## config.mk

```make
export PLATFORM = sky130hd
export DESIGN_NAME = scroll_window_fetcher_flat
export DESIGN_NICKNAME = d
export VERILOG_FILES = /design/src/rtl/scroll_pkg.sv /design/src/rtl/scroll_window_fetcher_if.sv /design/src/rtl/gen_step_timer.sv /design/src/rtl/scroll_window_fetcher.sv /design/src/flat_wrapper.sv
export SDC_FILE = /design/constraint.sdc
export NUM_CORES = 1
export LEC_CHECK = 0
export ABC_AREA = 0
export BUFFER_PORTS_ARGS = -buffer_cell sky130_fd_sc_hd__buf_2
export CORE_MARGIN = 3
export CORE_UTILIZATION = 45
export CTS_CLUSTER_DIAMETER = 40
export DETAILED_ROUTE_END_ITERATION = 7
export PLACE_DENSITY = 0.65
export SYNTH_ARGS = -nofsm -noshare
export SYNTH_HDL_FRONTEND = slang
export SYNTH_SLANG_ARGS = --single-unit
```

## constraint.sdc

```tcl
create_clock -name clk -period 3.5 [get_ports clk]
set_input_delay 0.35 -clock clk [delete_from_list [all_inputs] [get_ports clk]]
set_output_delay 0.35 -clock clk [all_outputs]
set_load 0.03 [all_outputs]
```

## src/rtl/scroll_pkg.sv

```systemverilog
// rtl/scroll_pkg.sv - shared types and geometry for the scroll window fetcher
package scroll_pkg;

    localparam int PIXEL_COLS  = 128;
    localparam int PIXEL_BANDS = 8;
    localparam int SKIP_W      = 10;
    localparam int COL_W       = $clog2(PIXEL_COLS);
    localparam int BAND_W      = $clog2(PIXEL_BANDS);

    localparam logic [COL_W-1:0] LAST_COL = COL_W'(PIXEL_COLS - 1);

    typedef enum logic [2:0] {
        IDLE,
        RST_WAIT,
        SKIP,
        CAPTURE,
        OUT,
        DONE
    } fetch_state_t;

    // The generator walks bands back to back, so the linear column index is {band, col}.
    function automatic logic [SKIP_W-1:0] skip_count(input logic [BAND_W-1:0] band,
                                                     input logic [COL_W-1:0]  col);
        return {band, col};
    endfunction

endpackage

```

## src/rtl/scroll_window_fetcher_if.sv

```systemverilog
// rtl/scroll_window_fetcher_if.sv - column byte stream towards the LED-matrix frame writer
interface scroll_window_fetcher_if;

    logic       col_valid;
    logic       col_ready;
    logic [7:0] col_data;
    logic [4:0] col_idx;
    logic       col_last;

    modport master (
        output col_valid,
        output col_data,
        output col_idx,
        output col_last,
        input  col_ready
    );

    modport slave (
        input  col_valid,
        input  col_data,
        input  col_idx,
        input  col_last,
        output col_ready
    );

endinterface

```

## src/rtl/gen_step_timer.sv

```systemverilog
// rtl/gen_step_timer.sv - inverts a generator toggle and times the settle window after it
module gen_step_timer #(
    parameter int SETTLE_CYC = 4
) (
    input  logic clk,
    input  logic reset_n,
    input  logic start_restart,
    input  logic start_next,
    output logic toggle_restart,
    output logic toggle_next,
    output logic settled
);

    localparam int CNT_W = (SETTLE_CYC < 1) ? 1 : $clog2(SETTLE_CYC + 1);

    logic [CNT_W-1:0] cnt_q, cnt_d;
    logic             restart_q, restart_d;
    logic             next_q, next_d;

    always_comb begin
        cnt_d     = cnt_q;
        restart_d = restart_q;
        next_d    = next_q;
        if (start_restart) begin
            restart_d = ~restart_q;
            cnt_d     = CNT_W'(SETTLE_CYC);
        end else if (start_next) begin
            next_d = ~next_q;
            cnt_d  = CNT_W'(SETTLE_CYC);
        end else if (cnt_q != '0) begin
            cnt_d = cnt_q - 1'b1;
        end
    end

    always_ff @(posedge clk or negedge reset_n) begin
        if (!reset_n) begin
            cnt_q     <= '0;
            restart_q <= 1'b0;
            next_q    <= 1'b0;
        end else begin
            cnt_q     <= cnt_d;
            restart_q <= restart_d;
            next_q    <= next_d;
        end
    end

    // High in the last wait cycle; the caller acts on the following cycle.
    assign settled        = (cnt_q == CNT_W'(1));
    assign toggle_restart = restart_q;
    assign toggle_next    = next_q;

endmodule

```

## src/rtl/scroll_window_fetcher.sv

```systemverilog
// rtl/scroll_window_fetcher.sv - steps the text pixel generator through a scrolled window of one band
module scroll_window_fetcher
    import scroll_pkg::*;
#(
    parameter int WIN_WIDTH  = 17,
    parameter int SETTLE_CYC = 4
) (
    input  logic                           clk,
    input  logic                           reset_n,
    input  logic                           frame_start,
    input  logic [6:0]                     scroll_col,
    input  logic [2:0]                     band_sel,
    output logic                           toggle_restart,
    output logic                           toggle_next,
    input  logic [7:0]                     gen_pixels,
    scroll_window_fetcher_if.master        col,
    output logic                           busy,
    output logic                           frame_done
);

    localparam logic [COL_W-1:0] WIN_LAST = COL_W'(WIN_WIDTH - 1);

    fetch_state_t      state_q, state_d;
    logic [BAND_W-1:0] band_q, band_d;
    logic [COL_W-1:0]  cur_col_q, cur_col_d;
    logic [SKIP_W-1:0] skip_left_q, skip_left_d;
    logic [COL_W-1:0]  idx_q, idx_d;
    logic              pending_q, pending_d;
    logic              busy_q, busy_d;
    logic              valid_q, valid_d;
    logic [7:0]        data_q, data_d;
    logic              last_q, last_d;

    logic start_restart, start_next, settled;

    gen_step_timer #(
        .SETTLE_CYC (SETTLE_CYC)
    ) u_timer (
        .clk            (clk),
        .reset_n        (reset_n),
        .start_restart  (start_restart),
        .start_next     (start_next),
        .toggle_restart (toggle_restart),
        .toggle_next    (toggle_next),
        .settled        (settled)
    );

    always_comb begin
        state_d       = state_q;
        band_d        = band_q;
        cur_col_d     = cur_col_q;
        skip_left_d   = skip_left_q;
        idx_d         = idx_q;
        busy_d        = busy_q;
        valid_d       = valid_q;
        data_d        = data_q;
        last_d        = last_q;
        start_restart = 1'b0;
        start_next    = 1'b0;

        case (state_q)
            IDLE: begin
                if (frame_start) begin
                    band_d        = band_sel;
                    cur_col_d     = scroll_col;
                    skip_left_d   = skip_count(band_sel, scroll_col);
                    idx_d         = '0;
                    last_d        = (WIN_LAST == '0);
                    busy_d        = 1'b1;
                    start_restart = 1'b1;
                    state_d       = RST_WAIT;
                end
            end
            RST_WAIT: begin
                if (settled) begin
                    state_d = (skip_left_q == '0) ? CAPTURE : SKIP;
                end
            end
            SKIP: begin
                // Issue a step whenever the previous one has fully settled.
                if (!pending_q) begin
                    start_next  = 1'b1;
                    skip_left_d = skip_left_q - 1'b1;
                end else if (settled && skip_left_q == '0) begin
                    state_d = CAPTURE;
                end
            end
            CAPTURE: begin
                if (!pending_q) begin
                    data_d  = gen_pixels;
                    valid_d = 1'b1;
                    state_d = OUT;
                end
            end
            OUT: begin
                if (col.col_ready) begin
                    valid_d = 1'b0;
                    if (last_q) begin
                        state_d = DONE;
                    end else begin
                        idx_d     = idx_q + 1'b1;
                        last_d    = ((idx_q + 1'b1) == WIN_LAST);
                        cur_col_d = cur_col_q + 1'b1;
                        if (cur_col_q == LAST_COL) begin
                            // Generator cannot step backwards: restart and re-skip to this band.
                            start_restart = 1'b1;
                            skip_left_d   = skip_count(band_q, '0);
                            state_d       = RST_WAIT;
                        end else begin
                            start_next = 1'b1;
                            state_d    = CAPTURE;
                        end
                    end
                end
            end
            DONE: begin
                busy_d  = 1'b0;
                state_d = IDLE;
            end
            default: state_d = IDLE;
        endcase

        pending_d = pending_q;
        if (start_restart || start_next) begin
            pending_d = 1'b1;
        end else if (settled) begin
            pending_d = 1'b0;
        end
    end

    always_ff @(posedge clk or negedge reset_n) begin
        if (!reset_n) begin
            state_q     <= IDLE;
            band_q      <= '0;
            cur_col_q   <= '0;
            skip_left_q <= '0;
            idx_q       <= '0;
            pending_q   <= 1'b0;
            busy_q      <= 1'b0;
            valid_q     <= 1'b0;
            data_q      <= '0;
            last_q      <= 1'b0;
        end else begin
            state_q     <= state_d;
            band_q      <= band_d;
            cur_col_q   <= cur_col_d;
            skip_left_q <= skip_left_d;
            idx_q       <= idx_d;
            pending_q   <= pending_d;
            busy_q      <= busy_d;
            valid_q     <= valid_d;
            data_q      <= data_d;
            last_q      <= last_d;
        end
    end

    assign col.col_valid = valid_q;
    assign col.col_data  = data_q;
    assign col.col_idx   = idx_q[4:0];
    assign col.col_last  = last_q;
    assign busy          = busy_q;
    assign frame_done    = (state_q == DONE);

endmodule

```

## src/flat_wrapper.sv

```systemverilog
// flat-port wrapper written by rule: the top's interface ports become plain ports
module scroll_window_fetcher_flat import scroll_pkg::*;
#(
    parameter int WIN_WIDTH  = 17,
    parameter int SETTLE_CYC = 4
)
  (clk, reset_n, frame_start, scroll_col, band_sel, toggle_restart, toggle_next, gen_pixels, busy, frame_done, col_col_valid, col_col_data, col_col_idx, col_col_last, col_col_ready);
  scroll_window_fetcher_if col_i ();
  input  logic clk;
  input  logic reset_n;
  input  logic frame_start;
  input  logic [6:0] scroll_col;
  input  logic [2:0] band_sel;
  output logic toggle_restart;
  output logic toggle_next;
  input  logic [7:0] gen_pixels;
  output logic busy;
  output logic frame_done;
  output wire logic [$bits(col_i.col_valid)-1:0] col_col_valid;
  output wire logic [$bits(col_i.col_data)-1:0] col_col_data;
  output wire logic [$bits(col_i.col_idx)-1:0] col_col_idx;
  output wire logic [$bits(col_i.col_last)-1:0] col_col_last;
  input wire logic [$bits(col_i.col_ready)-1:0] col_col_ready;
  assign col_col_valid = col_i.col_valid;
  assign col_col_data = col_i.col_data;
  assign col_col_idx = col_i.col_idx;
  assign col_col_last = col_i.col_last;
  assign col_i.col_ready = col_col_ready;
  scroll_window_fetcher #(.WIN_WIDTH(WIN_WIDTH), .SETTLE_CYC(SETTLE_CYC)) u_core (.clk(clk), .reset_n(reset_n), .frame_start(frame_start), .scroll_col(scroll_col), .band_sel(band_sel), .toggle_restart(toggle_restart), .toggle_next(toggle_next), .gen_pixels(gen_pixels), .col(col_i), .busy(busy), .frame_done(frame_done));
endmodule
```

=== Word-level counts from Yosys, hierarchy flattened ===
Index checks and enable logic that the tools add are counted.

* Bits of input ports: 22
* Word-level logic and storage cells: 106
* Register bits after elaboration: 47
* Output and inout port bits: 19

* Bitwise gates (word level): 4
* Add/sub/neg operators: 4
* Reduce and logical (&&, ||, !) cells: 20
* Equality and inequality tests: 17
* Multiplexer cells: 48

{| class="wikitable"
|+ Operator list
! kind !! count
|-
| two-way mux 10 bit || 5
|-
| two-way mux 7 bit || 6
|-
| two-way mux 3 bit || 10
|-
| case mux 10 bit (3 select lines) || 1
|-
| case mux 7 bit (2 select lines) || 2
|-
| two-way mux 1 bit || 17
|-
| case mux 3 bit (5 select lines) || 1
|-
| adder 7 x 1 -> 7 bit, second input constant || 2
|-
| AND reduction 6 bit || 2
|-
| logical NOT 10 bit || 1
|-
| inequality test 2 bit, second input constant || 5
|-
| case mux 1 bit (2 select lines) || 5
|-
| subtractor 10 x 1 -> 10 bit, second input constant || 1
|-
| nonzero test 3 bit || 3
|-
| inequality test 2 x 1 -> 1 bit, second input constant || 4
|-
| AND reduction 2 bit || 4
|-
| nonzero test 2 bit || 4
|-
| equality test 7 x 5 -> 1 bit, second input constant || 1
|-
| equality test 7 bit, second input constant || 1
|-
| equality test 3 x 1 -> 1 bit, second input constant || 2
|-
| equality test 3 x 2 -> 1 bit, second input constant || 2
|-
| equality test 3 bit, second input constant || 2
|-
| AND reduction 3 bit || 2
|-
| NOT 1 bit || 4
|-
| other kinds (6) || 6
|}

=== Longest topological paths before layout ===
Gate-level depths: netlist of the first run.

* Depth after elaboration: 7
* Depth in mapped cells: 7
* Gate-level depth less buffers: 6

=== Hierarchy ===
A second synthesis of the first run with hierarchy kept.

* Cell total of the unflattened synthesis: 286
* Area total of the unflattened synthesis: 2698.8 um^2

{| class="wikitable"
|+ By module, submodules not included
! module !! cells an instance !! area each (um^2) !! instances !! sequential area each (um^2)
|-
| scroll_window_fetcher || 263 || 2428.6 || 1 || 1051.0
|-
| gen_step_timer || 23 || 270.3 || 1 || 125.1
|}

=== Worst setup path before layout of the first run ===
OpenSTA, ideal clock, no wires.

* Path type: register to register
* Start point: reg u_core.state_q[2]
* End point: reg u_core.skip_left_q[1]
* Clock period less this slack: 1.638 ns
* Stages on the path, launching flop included: 6
* Data arrival time: 1.513 ns
* Setup time: 0.125 ns
* Setup slack: 1.862 ns
* Required time: 3.375 ns
* Buffers on the path: 1
* Path through: dfrtp_1 buf_2 or2_4 o32ai_4 nand2_4 mux2_4

* Cells in the longest elaborated chain, start to end: 3
* Elaborated cells on any way between the ends: 11
* Classes of those cells: 7 x eq/ne; 1 x mux; 3 x reduce/logical

{| class="wikitable"
|+ RTL lines
! item !! RTL line !! RTL
|-
| from (decl) || scroll_window_fetcher.sv:23 || <nowiki>fetch_state_t state_q, state_d;</nowiki>
|-
| from (signal assigned) || scroll_window_fetcher.sv:144 || <nowiki>state_q <= state_d;</nowiki>
|-
| equality test 3 bit, or another cell as far along || scroll_window_fetcher.sv:61 || <nowiki>case (state_q)</nowiki>
|-
| inequality test 2 x 1 -> 1 bit (no line), or another cell as far along || - ||
|-
| AND reduction 6 bit (no line) || - ||
|-
| to (signal assigned) || scroll_window_fetcher.sv:147 || <nowiki>skip_left_q <= skip_left_d;</nowiki>
|-
| to (decl) || scroll_window_fetcher.sv:26 || <nowiki>logic [SKIP_W-1:0] skip_left_q, skip_left_d;</nowiki>
|}

Several ways; a longest one is shown, not always the timed one.
A chain may end at the register's enable or synchronous reset.

=== Worst setup path in the final report of the first run ===
* Start point: reg u_core.state_q[2]
* End point: reg u_core.skip_left_q[4]

The elaborated chain is that of the path after synthesis.

==> impl_metrics.xml, run 1 <==
<?xml version="1.0" encoding="UTF-8"?>
<metrics>
  <group name="run_status">
    <metric name="status" unit="">completed</metric>
  </group>
  <group name="power">
    <metric name="static_leakage_power" unit="nW">1.33</metric>
    <metric name="ir_worst_vdd" unit="mV">0.384</metric>
    <metric name="power.switching_fraction" unit="%">43.8</metric>
    <metric name="p_int" unit="mW">1.55</metric>
    <metric name="net-switching-power" unit="mW">1.21</metric>
    <metric name="p_seq_share" unit="%">36.6</metric>
    <metric name="power.share.combinational" unit="%">48.1</metric>
    <metric name="total_power" unit="mW">2.76</metric>
    <metric name="p_clk_share" unit="%">15.2</metric>
    <metric name="p_per_cell_area" unit="nW/um2">910</metric>
  </group>
  <group name="synthesis">
    <metric name="postSynthRegisterBits" unit="">47</metric>
    <metric name="postSynthCellCount" unit="">286</metric>
    <metric name="synth_top_cell_by_area" unit="">sky130_fd_sc_hd__dfrtp_1</metric>
    <metric name="synth.cell_area" unit="um2">2730</metric>
    <metric name="yosys.cell_count.top_type" unit="">sky130_fd_sc_hd__dfrtp_1</metric>
    <metric name="synthesis.area_per_instance" unit="um2">9.56</metric>
    <metric name="synth_ff_type" unit="">sky130_fd_sc_hd__dfrtp_1</metric>
    <metric name="number_of_synthesized_flops_with_an_enable_pin" unit="">0</metric>
    <metric name="ys_async_sr_fraction" unit="%">100</metric>
    <metric name="yosys.cell_types.count" unit="">60</metric>
    <metric name="seq_area_frac_synth" unit="%">43.0</metric>
    <metric name="post-synth-top-area-fraction" unit="%">43.0</metric>
    <metric name="synth.net_count" unit="">314</metric>
    <metric name="number_of_warning_messages_in_the_yosys_log" unit="">0</metric>
    <metric name="ys_top_cells_by_count" unit="">sky130_fd_sc_hd__dfrtp_1, sky130_fd_sc_hd__nor2_1, sky130_fd_sc_hd__nand2_1</metric>
    <metric name="top_area_cells_in_the_synthesized_netlist" unit="">sky130_fd_sc_hd__dfrtp_1, sky130_fd_sc_hd__mux2_2, sky130_fd_sc_hd__o21ai_0</metric>
  </group>
  <group name="global_route">
    <metric name="antenna_found_initial" unit="">0</metric>
    <metric name="global_route.usage.total" unit="%">18.1</metric>
    <metric name="grt_pass1_vias" unit="">2209</metric>
    <metric name="grt_start_max_net_pins" unit="">48</metric>
    <metric name="globalRouteOverflowTotal" unit="">0</metric>
    <metric name="grt_first_pass_wirelength" unit="mm">10.5</metric>
  </group>
  <group name="setup_path">
    <metric name="critical_path_class" unit="">reg2reg</metric>
    <metric name="reg_to_reg_start" unit="">u_core.state_q[2]</metric>
    <metric name="startpoint_type" unit="">register</metric>
    <metric name="critPathRequiredTime" unit="ps">3700</metric>
    <metric name="cp.arrival" unit="ps">2450</metric>
    <metric name="ff2ff_path_depth" unit="">4</metric>
    <metric name="crit-reg2reg-capture" unit="">u_core.skip_left_q[4]</metric>
    <metric name="crit_path_end_kind" unit="">register</metric>
    <metric name="rrSetupSlack" unit="ps">1250</metric>
    <metric name="cp_max_fo" unit="">22</metric>
  </group>
  <group name="timing">
    <metric name="slew_headroom" unit="%">30.1</metric>
    <metric name="hold_violations_final" unit="">0</metric>
    <metric name="final-setup-viol-count" unit="">0</metric>
    <metric name="clock_skew" unit="ps">3.42</metric>
    <metric name="timing.final.crit_share" unit="%">64.3</metric>
    <metric name="max_freq" unit="GHz">0.444</metric>
    <metric name="final_period_minus_worst_setup_slack" unit="ps">2250</metric>
    <metric name="unrepaired_setup_endpoints_after_global_routing" unit="">no</metric>
    <metric name="setup_total_negative_slack" unit="ps">0</metric>
    <metric name="drv_slew" unit="">0</metric>
    <metric name="worst_slew_pin_slew" unit="ps">1050</metric>
  </group>
  <group name="placement">
    <metric name="detailedPlacementHpwl" unit="mm">4.29</metric>
    <metric name="io_buffer_count" unit="">40</metric>
    <metric name="placed_area" unit="um2">2920</metric>
    <metric name="globalplace.congestion" unit="">0.829</metric>
  </group>
  <group name="routing">
    <metric name="drt_drc_violations_left" unit="">0</metric>
    <metric name="dr.first_iter.drc_count" unit="">118</metric>
    <metric name="routed_wire_length_per_instance" unit="um">15.6</metric>
    <metric name="postRouteAntennaNets" unit="">0</metric>
    <metric name="dr.pass1.iters" unit="">4</metric>
    <metric name="vias_per_cell" unit="">5.75</metric>
    <metric name="finalWirelength" unit="mm">6.07</metric>
    <metric name="via_count" unit="">2231</metric>
  </group>
  <group name="floorplanning">
    <metric name="dieArea" unit="um2">7050</metric>
    <metric name="die_y" unit="um">83.9</metric>
    <metric name="die_width" unit="um">83.9</metric>
    <metric name="num_io_pins" unit="">41</metric>
    <metric name="row_count" unit="">27</metric>
    <metric name="start_util" unit="%">48.2</metric>
    <metric name="fp.coreArea" unit="um2">5680</metric>
  </group>
  <group name="finish">
    <metric name="fillCellCount" unit="">534</metric>
    <metric name="register_cell_area_after_layout" unit="um2">1180</metric>
    <metric name="layout-drive-gt1-share" unit="%">23.1</metric>
    <metric name="area_growth_syn_to_layout" unit="%">11.1</metric>
    <metric name="antennaDiodeCount" unit="">0</metric>
    <metric name="multiInputGateArea" unit="um2">1420</metric>
    <metric name="nNetsFinal" unit="">343</metric>
    <metric name="area_of_all_placed_cells_without_fillers" unit="um2">3040</metric>
  </group>
  <group name="clock_tree">
    <metric name="clk-insertion-delay-late" unit="ps">300</metric>
    <metric name="clock_path_buffers" unit="">2</metric>
    <metric name="tritoncts.num_buffers" unit="">5</metric>
    <metric name="cts-root-buf" unit="">sky130_fd_sc_hd__clkbuf_8</metric>
    <metric name="cts_hold_buffers" unit="">0</metric>
    <metric name="tritoncts_clock_tree" unit="">done</metric>
    <metric name="cts.clk_slew.worst_paths" unit="ps">90</metric>
    <metric name="cts_max_level" unit="">2</metric>
    <metric name="clkSinkCount" unit="">47</metric>
    <metric name="cts.repair.resized" unit="">0</metric>
    <metric name="postCtsSetupRepairBufs" unit="">0</metric>
  </group>
  <group name="flow_run">
    <metric name="max-cap-violations" unit="">0</metric>
  </group>
  <group name="worst_hold_path">
    <metric name="hp-class" unit="">in2async</metric>
  </group>
</metrics>
==> state kept, by name, summed over array words and instances, names as in the netlist <==
| signal | count |
|---|---|
| u_core.skip_left_q | 10 |
| u_core.col.col_data | 8 |
| u_core.cur_col_q | 7 |
| u_core.idx_q | 7 |
| u_core.band_q | 3 |
| u_core.state_q | 3 |
| u_core.u_timer.cnt_q | 3 |
| u_core.busy | 1 |
| u_core.col.col_last | 1 |
| u_core.col.col_valid | 1 |
| u_core.pending_q | 1 |
| u_core.u_timer.toggle_next | 1 |
| u_core.u_timer.toggle_restart | 1 |
==> power groups by stage <==
| stage | combinational, mW | sequential (mW) | clock, mW |
|---|---|---|---|
| 2_1_floorplan | 1.01 | 1.07 | 0 |
| 3_3_place_gp | 1.31 | 1.02 | 0 |
| 3_5_place_dp | 1.33 | 1.02 | 0 |
| 4_1_cts | 1.34 | 1.01 | 0.430 |
| 5_1_grt | 1.48 | 1.06 | 0.453 |
| 6_report | 1.33 | 1.01 | 0.421 |
==> stage by stage <==
step	cells	hold WS, ps	setup WS [ps]	util (%)
after floorplan	286	54.4	1860	-
after global placement	380	456	1270	51.4
after detailed placement	380	456	1260	51.4
after CTS	388	266	1240	53.5
after global routing	388	267	1080	53.5
final	388	228	1250	53.5
==> cells by family after synthesis <==
logic type      Yosys count  share of synthesized area (%)
xor+xnor                  5                           1.60
mux                      13                           5.45
compound gates           90                           22.1
fa+ha+maj                 7                           3.11
simple gates             98                           19.7
buf+inv                  26                           5.08
flops                    47                           43.0
==> layout by cell type (no fill, tap or decap), drive strengths merged, types with 7 or more instances in the layout <==
cell type  count
dfrtp         47
buf           41
o21ai         27
nor2          25
nand2         23
a21oi         18
mux2          12
a31oi         10
o31ai          9
inv            7
nand3          7
==> how the worst max path moves through the flow <==
| stage | startpoint | to | slack, ps |
|---|---|---|---|
| floorplan | u_core.state_q[2] | u_core.skip_left_q[1] | 1860 |
| global placement | u_core.state_q[2] | u_core.skip_left_q[4] | 1270 |
| detailed placement | u_core.state_q[2] | u_core.skip_left_q[4] | 1260 |
| CTS | u_core.state_q[2] | u_core.skip_left_q[4] | 1240 |
| global route | u_core.state_q[2] | u_core.skip_left_q[4] | 1080 |
| finish | u_core.state_q[2] | u_core.skip_left_q[4] | 1250 |
==> critical path, stage by stage, from the launching register on <==
cell                      delay [ps]
sky130_fd_sc_hd__dfrtp_1         650
sky130_fd_sc_hd__or3b_1          710
sky130_fd_sc_hd__a31oi_2         510
sky130_fd_sc_hd__nor3_2           80
sky130_fd_sc_hd__o22a_1          180
==> final cells by class <==
type,count,area share [%]
clock inverter,2,1.15
inverter,7,0.865
sequential,47,38.7
multi-input combinational,213,46.7
clock buffer,6,2.72
timing repair buffer,41,6.84
tap,72,2.97
==> per-layer routing <==
metal / share of wire [%] / vias up / GRT usage [%]
met1: 46 / 1069 / 24.0
li1: - / 1109 / -
met4: 0.48 / 0 / 5.70
met2: 48 / 51 / 29.9
met5: 0 / - / 0
met3: 5.0 / 2 / 3.16
No activity file was read; power rests on OpenSTA's default activity.
==> run 2: changes to the inputs <==
==> constraint.sdc (replaced) <==
create_clock -name clk -period 2.25 [get_ports clk]
set_input_delay 0.225 -clock clk [delete_from_list [all_inputs] [get_ports clk]]
set_output_delay 0.225 -clock clk [all_outputs]
set_load 0.03 [all_outputs]
==> run 2 against run 1 <==
  * Non-clock buffer count rose by 8
  * Design area is 0.82% higher
  * Core utilization up 0.44 points
  * Register-to-register slack worse by 940 ps
==> impl_metrics.xml, run 2 (synthesis gave the netlist of run 1 again) <==
<?xml version="1.0" encoding="UTF-8"?>
<metrics>
  <group name="routing">
    <metric name="finalWirelength" unit="mm">6.12</metric>
    <metric name="postRouteAntennaNets" unit="">0</metric>
    <metric name="drt_drc_violations_left" unit="">0</metric>
    <metric name="dr.first_iter.drc_count" unit="">197</metric>
    <metric name="via_count" unit="">2309</metric>
    <metric name="routed_wire_length_per_instance" unit="um">15.5</metric>
    <metric name="vias_per_cell" unit="">5.85</metric>
    <metric name="dr.pass1.iters" unit="">4</metric>
  </group>
  <group name="setup_path">
    <metric name="critPathRequiredTime" unit="ps">2430</metric>
    <metric name="ff2ff_path_depth" unit="">4</metric>
    <metric name="cp.arrival" unit="ps">2120</metric>
    <metric name="rrSetupSlack" unit="ps">310</metric>
    <metric name="critical_path_class" unit="">reg2reg</metric>
    <metric name="startpoint_type" unit="">register</metric>
    <metric name="cp_max_fo" unit="">17</metric>
    <metric name="setup.worst_path.start" unit="">u_core.state_q[1]</metric>
    <metric name="reg_to_reg_start" unit="">u_core.state_q[1]</metric>
    <metric name="crit_path_end_kind" unit="">register</metric>
    <metric name="crit-reg2reg-capture" unit="">u_core.skip_left_q[8]</metric>
  </group>
  <group name="run_status">
    <metric name="status" unit="">completed</metric>
  </group>
  <group name="finish">
    <metric name="nNetsFinal" unit="">351</metric>
    <metric name="mostFrequentLayoutCells" unit="">sky130_fd_sc_hd__dfrtp_1, sky130_fd_sc_hd__buf_2, sky130_fd_sc_hd__nor2_1, sky130_fd_sc_hd__nand2_1, sky130_fd_sc_hd__o21ai_0</metric>
    <metric name="most_flops_register" unit="">u_core.skip_left_q</metric>
    <metric name="area_of_all_placed_cells_without_fillers" unit="um2">3060</metric>
    <metric name="area_growth_syn_to_layout" unit="%">12.0</metric>
    <metric name="largest_reg_flops" unit="">10</metric>
    <metric name="layout-drive-gt1-share" unit="%">24.8</metric>
    <metric name="antennaDiodeCount" unit="">0</metric>
    <metric name="layout.cells.most_common" unit="">sky130_fd_sc_hd__dfrtp_1</metric>
  </group>
  <group name="global_route">
    <metric name="globalRouteOverflowTotal" unit="">0</metric>
    <metric name="grt_first_pass_wirelength" unit="mm">10.6</metric>
    <metric name="grt_start_max_net_pins" unit="">48</metric>
    <metric name="global_route.usage.total" unit="%">18.1</metric>
    <metric name="grt_pass1_vias" unit="">2229</metric>
    <metric name="antenna_found_initial" unit="">0</metric>
  </group>
  <group name="clock_tree">
    <metric name="cts.clk_slew.worst_paths" unit="ps">90</metric>
    <metric name="cts-root-buf" unit="">sky130_fd_sc_hd__clkbuf_8</metric>
    <metric name="clock_path_buffers" unit="">2</metric>
    <metric name="cts.repair.resized" unit="">0</metric>
    <metric name="postCtsSetupRepairBufs" unit="">0</metric>
    <metric name="clk-insertion-delay-late" unit="ps">300</metric>
    <metric name="tritoncts.num_buffers" unit="">5</metric>
    <metric name="clkSinkCount" unit="">47</metric>
    <metric name="cts_hold_buffers" unit="">0</metric>
    <metric name="cts_max_level" unit="">2</metric>
    <metric name="tritoncts_clock_tree" unit="">done</metric>
  </group>
  <group name="floorplanning">
    <metric name="die_width" unit="um">83.9</metric>
    <metric name="num_io_pins" unit="">41</metric>
    <metric name="dieArea" unit="um2">7050</metric>
    <metric name="start_util" unit="%">48.2</metric>
    <metric name="die_y" unit="um">83.9</metric>
    <metric name="fp.coreArea" unit="um2">5680</metric>
    <metric name="row_count" unit="">27</metric>
  </group>
  <group name="timing">
    <metric name="final_period_minus_worst_setup_slack" unit="ps">1940</metric>
    <metric name="worst_slew_pin_slew" unit="ps">600</metric>
    <metric name="unrepaired_setup_endpoints_after_global_routing" unit="">no</metric>
    <metric name="max_freq" unit="GHz">0.516</metric>
    <metric name="finalHoldWorstSlack" unit="ps">9.05</metric>
    <metric name="hold_violations_final" unit="">0</metric>
    <metric name="clock_skew" unit="ps">11.0</metric>
    <metric name="slew_headroom" unit="%">60.0</metric>
    <metric name="setup_total_negative_slack" unit="ps">0</metric>
    <metric name="final-setup-viol-count" unit="">0</metric>
    <metric name="timing.final.crit_share" unit="%">86.2</metric>
    <metric name="drv_slew" unit="">0</metric>
  </group>
  <group name="power">
    <metric name="ir_worst_vdd" unit="mV">0.571</metric>
    <metric name="static_leakage_power" unit="nW">1.36</metric>
    <metric name="p_per_cell_area" unit="nW/um2">1380</metric>
  </group>
  <group name="worst_hold_path">
    <metric name="hp-class" unit="">in2async</metric>
  </group>
  <group name="placement">
    <metric name="io_buffer_count" unit="">40</metric>
    <metric name="detailedPlacementHpwl" unit="mm">4.50</metric>
    <metric name="placed_area" unit="um2">2980</metric>
    <metric name="globalplace.congestion" unit="">0.887</metric>
  </group>
  <group name="flow_run">
    <metric name="max-cap-violations" unit="">0</metric>
  </group>
</metrics>
run 2: changes by cell type in the layout (fill, tap and decap cells not counted), sizes merged:
cell | before | now
buf | 41 | 49
clkinv | 1 | 2
clkbuf | 6 | 5
bufinv | 1 | 0
run 2: layout make-up:
type	instances	area, um2
clock buffers	5	68.8
inverters	7	26.3
multi-input cells	213	1420
flip-flops and latches	47	1180
repair buffers	49	268
fillers	529	2610
clock inverters	2	13.8
well taps	72	90.1
run 2: how the worst max path moves through the flow:
stage	end	slack (ps)	cells after the start
final	u_core.skip_left_q[8]	310	4
after global routing	u_core.skip_left_q[7]	180	5
after detailed placement	u_core.skip_left_q[8]	340	4
after floorplan	u_core.skip_left_q[1]	610	5
after global placement	u_core.skip_left_q[1]	380	5
after CTS	u_core.skip_left_q[8]	320	4
run 2: where the power goes:
group / internal [mW] / switching [mW] / total [mW] / leakage [nW]
combinational: 0.908 / 1.28 / 2.19 / 0.740
clock: 0.213 / 0.277 / 0.490 / 0.0440
sequential: 1.20 / 0.337 / 1.54 / 0.572
run 2: per-stage QoR:
stage / setup WS, ps / power, mW / instances / util (%)
after CTS: 318 / 4.24 / 395 / 53.9
after detailed placement: 343 / 3.74 / 388 / 52.5
after floorplan: 612 / 3.23 / 286 / -
after global routing: 181 / 4.58 / 395 / 53.9
final: 311 / 4.22 / 395 / 53.9
after global placement: 382 / 3.69 / 388 / 52.5
run 2: critical path, cell delays in order, from the launching register on:
cell and delay, ps:
sky130_fd_sc_hd__dfrtp_1 590, sky130_fd_sc_hd__or3b_1 630, sky130_fd_sc_hd__and3_1 290, sky130_fd_sc_hd__a221oi_1 200, sky130_fd_sc_hd__o2bb2ai_1 110
run 2: per-layer routing:
layer	part of all wire, %	global-route usage (%)	vias up
met3	5.3	3.46	9
met1	48	25.2	1113
li1	-	-	1126
met5	0	0	-
met2	46	28.3	61
met4	1.4	5.85	0
==> run 3: changes to the inputs <==
--- a/config.mk
+++ b/config.mk
@@ -7,6 +7,7 @@
 export LEC_CHECK = 0
 export ABC_AREA = 0
 export BUFFER_PORTS_ARGS = -buffer_cell sky130_fd_sc_hd__buf_2
+export CORE_ASPECT_RATIO = 1.75
 export CORE_MARGIN = 3
 export CORE_UTILIZATION = 45
 export CTS_CLUSTER_DIAMETER = 40
==> run 3 against run 2 <==
  * Worst setup slack gained 3.7 ps
  * Worst hold slack better by 5.0 ps
  * Global-route usage up 2.1 points
  * Clock-buffer cell count increased by 1
  * First-iteration DRC count is 22% lower
  * Sequential cell count stayed put
  * Die area is 0.52% higher
  * Power increased by 2.8%
  * Via count shrank 0.91%
  * Sequential share of layout area shrank 0.62 points
  * Largest cell class unchanged
  * Largest power group unchanged
==> impl_metrics.xml, run 3 (synthesis gave the netlist of run 1 again) <==
<?xml version="1.0" encoding="UTF-8"?>
<metrics>
  <group name="run_status">
    <metric name="status" unit="">completed</metric>
  </group>
  <group name="global_route">
    <metric name="grt_start_max_net_pins" unit="">37</metric>
    <metric name="grt_pass1_vias" unit="">2371</metric>
    <metric name="globalRouteOverflowTotal" unit="">0</metric>
    <metric name="grt_first_pass_wirelength" unit="mm">11.0</metric>
    <metric name="global_route.usage.total" unit="%">20.2</metric>
    <metric name="antenna_found_initial" unit="">0</metric>
  </group>
  <group name="routing">
    <metric name="routed_wire_length_per_instance" unit="um">16.1</metric>
    <metric name="length_of_routed_met2_wiring" unit="mm">3.48</metric>
    <metric name="finalWirelength" unit="mm">6.55</metric>
    <metric name="dr.pass1.iters" unit="">5</metric>
    <metric name="met1_wl" unit="mm">2.60</metric>
    <metric name="postRouteAntennaNets" unit="">0</metric>
    <metric name="met3_length" unit="um">267</metric>
    <metric name="drt_drc_violations_left" unit="">0</metric>
    <metric name="vias_per_cell" unit="">5.64</metric>
    <metric name="top_signal_layer_used" unit="">met4</metric>
    <metric name="via_count" unit="">2288</metric>
    <metric name="dr.first_iter.drc_count" unit="">154</metric>
  </group>
  <group name="timing">
    <metric name="timing.final.crit_share" unit="%">86.0</metric>
    <metric name="slew_headroom" unit="%">43.9</metric>
    <metric name="worst_slew_pin_slew" unit="ps">841</metric>
    <metric name="max_freq" unit="GHz">0.517</metric>
    <metric name="final_period_minus_worst_setup_slack" unit="ps">1940</metric>
    <metric name="hold_violations_final" unit="">0</metric>
    <metric name="post-route-worst-setup-slack" unit="ps">314</metric>
    <metric name="unrepaired_setup_endpoints_after_global_routing" unit="">no</metric>
    <metric name="final-setup-viol-count" unit="">0</metric>
    <metric name="setup_total_negative_slack" unit="ps">0</metric>
    <metric name="drv_slew" unit="">0</metric>
    <metric name="clock_skew" unit="ps">4.36</metric>
  </group>
  <group name="finish">
    <metric name="layout-drive-gt1-share" unit="%">25.9</metric>
    <metric name="antennaDiodeCount" unit="">0</metric>
    <metric name="nNetsFinal" unit="">356</metric>
    <metric name="most_flops_register" unit="">u_core.skip_left_q</metric>
    <metric name="fillCellCount" unit="">588</metric>
    <metric name="area_growth_syn_to_layout" unit="%">13.8</metric>
    <metric name="area_of_all_placed_cells_without_fillers" unit="um2">3110</metric>
    <metric name="finish.utilization" unit="%">52.9</metric>
    <metric name="largest_reg_flops" unit="">10</metric>
    <metric name="layout.cells.most_common" unit="">sky130_fd_sc_hd__dfrtp_1</metric>
    <metric name="mostFrequentLayoutCells" unit="">sky130_fd_sc_hd__dfrtp_1, sky130_fd_sc_hd__buf_2, sky130_fd_sc_hd__nor2_1, sky130_fd_sc_hd__nand2_1, sky130_fd_sc_hd__o21ai_0</metric>
  </group>
  <group name="placement">
    <metric name="pre_cts_slack" unit="ps">329</metric>
    <metric name="placed_area" unit="um2">3020</metric>
    <metric name="io_buffer_count" unit="">40</metric>
    <metric name="detailedPlacementHpwl" unit="mm">4.97</metric>
    <metric name="globalplace.congestion" unit="">0.818</metric>
  </group>
  <group name="clock_tree">
    <metric name="clkSinkCount" unit="">47</metric>
    <metric name="tritoncts.num_buffers" unit="">5</metric>
    <metric name="cts_max_level" unit="">2</metric>
    <metric name="tritoncts_clock_tree" unit="">done</metric>
    <metric name="clock_path_buffers" unit="">2</metric>
    <metric name="postCtsSetupRepairBufs" unit="">0</metric>
    <metric name="cts_hold_buffers" unit="">0</metric>
    <metric name="cts-root-buf" unit="">sky130_fd_sc_hd__clkbuf_8</metric>
    <metric name="cts.repair.resized" unit="">0</metric>
    <metric name="clk-insertion-delay-late" unit="ps">310</metric>
    <metric name="cts.clk_slew.worst_paths" unit="ps">80</metric>
  </group>
  <group name="flow_run">
    <metric name="max-cap-violations" unit="">0</metric>
  </group>
  <group name="floorplanning">
    <metric name="dieArea" unit="um2">7080</metric>
    <metric name="die_y" unit="um">109</metric>
    <metric name="start_util" unit="%">46.5</metric>
    <metric name="fp.coreArea" unit="um2">5880</metric>
    <metric name="die_width" unit="um">64.9</metric>
    <metric name="num_io_pins" unit="">41</metric>
    <metric name="row_count" unit="">37</metric>
  </group>
  <group name="setup_path">
    <metric name="buffers_inverters_on_critical_path" unit="">1</metric>
    <metric name="master_of_the_slowest_instance_on_the_critical_path" unit="">sky130_fd_sc_hd__dfrtp_1</metric>
    <metric name="cp.arrival" unit="ps">2130</metric>
    <metric name="critical_path_class" unit="">reg2reg</metric>
    <metric name="critPathTopFamily" unit="">simple AND/OR/NAND/NOR gates</metric>
    <metric name="critPathRequiredTime" unit="ps">2440</metric>
    <metric name="slowest_delay" unit="ps">470</metric>
    <metric name="crit_path_end_kind" unit="">register</metric>
    <metric name="startpoint_type" unit="">register</metric>
    <metric name="cp_cell_sequence" unit="">buf_4, or2_1, nor2_1, mux2_2</metric>
    <metric name="cp_max_fo" unit="">11</metric>
  </group>
  <group name="power">
    <metric name="p_per_cell_area" unit="nW/um2">1390</metric>
    <metric name="total_power" unit="mW">4.33</metric>
    <metric name="ir_worst_vdd" unit="mV">0.767</metric>
    <metric name="static_leakage_power" unit="nW">1.38</metric>
  </group>
  <group name="worst_hold_path">
    <metric name="hp-class" unit="">in2async</metric>
  </group>
</metrics>
[run 3: changes by cell type in the layout (fill, tap and decap cells not counted), sizes merged]
cell / delta
clkinv: -1
clkbuf: +1
buf: +5
[run 3: power breakdown]
group | total [mW] | switching (mW) | internal (mW)
Sequential | 1.51 | 0.311 | 1.20
Combinational | 2.30 | 1.35 | 0.951
Clock | 0.522 | 0.280 | 0.241
Total | 4.33 | 1.94 | 2.40
[run 3: through the flow]
stage | std cells | hold slack, ps
detailed placement | 399 | 384
global route | 406 | 76.8
finish | 406 | 14.1
global placement | 399 | 388
CTS | 406 | 48.4
floorplan | 286 | -70.6
[run 3: layer usage]
metal  track usage, %  vias to the layer above
li1                 -                     1128
met1             21.2                     1080
met2             37.6                       65
met3             3.81                       15
met4             9.83                        0
met5                0                        -
[run 3: layout make-up]
cell class              instances  area, um2  share of cell area [%]
flip-flops and latches         47       1180                    37.8
clock inverters                 1       5.00                   0.161
multi-input cells             213       1420                    45.6
inverters                       7       26.3                   0.844
clock buffers                   6       82.6                    2.65
well taps                      78       97.6                    3.14
repair buffers                 54        305                    9.81
[run 3: worst paths after layout]
path                                       startpoint                            end  slack, ps  cells past startpoint
max                                 u_core.state_q[0]               u_core.band_q[0]        310                      4
min                                           reset_n  u_core.u_timer.toggle_restart         10                      1
max reg2reg                         u_core.state_q[0]               u_core.band_q[0]        310                      4
min reg2reg                u_core.u_timer.toggle_next     u_core.u_timer.toggle_next        460                      1
max in group asynchronous                     reset_n          u_core.skip_left_q[9]       1550                      2
min in group clk                        gen_pixels[2]         u_core.col.col_data[2]        140                      2
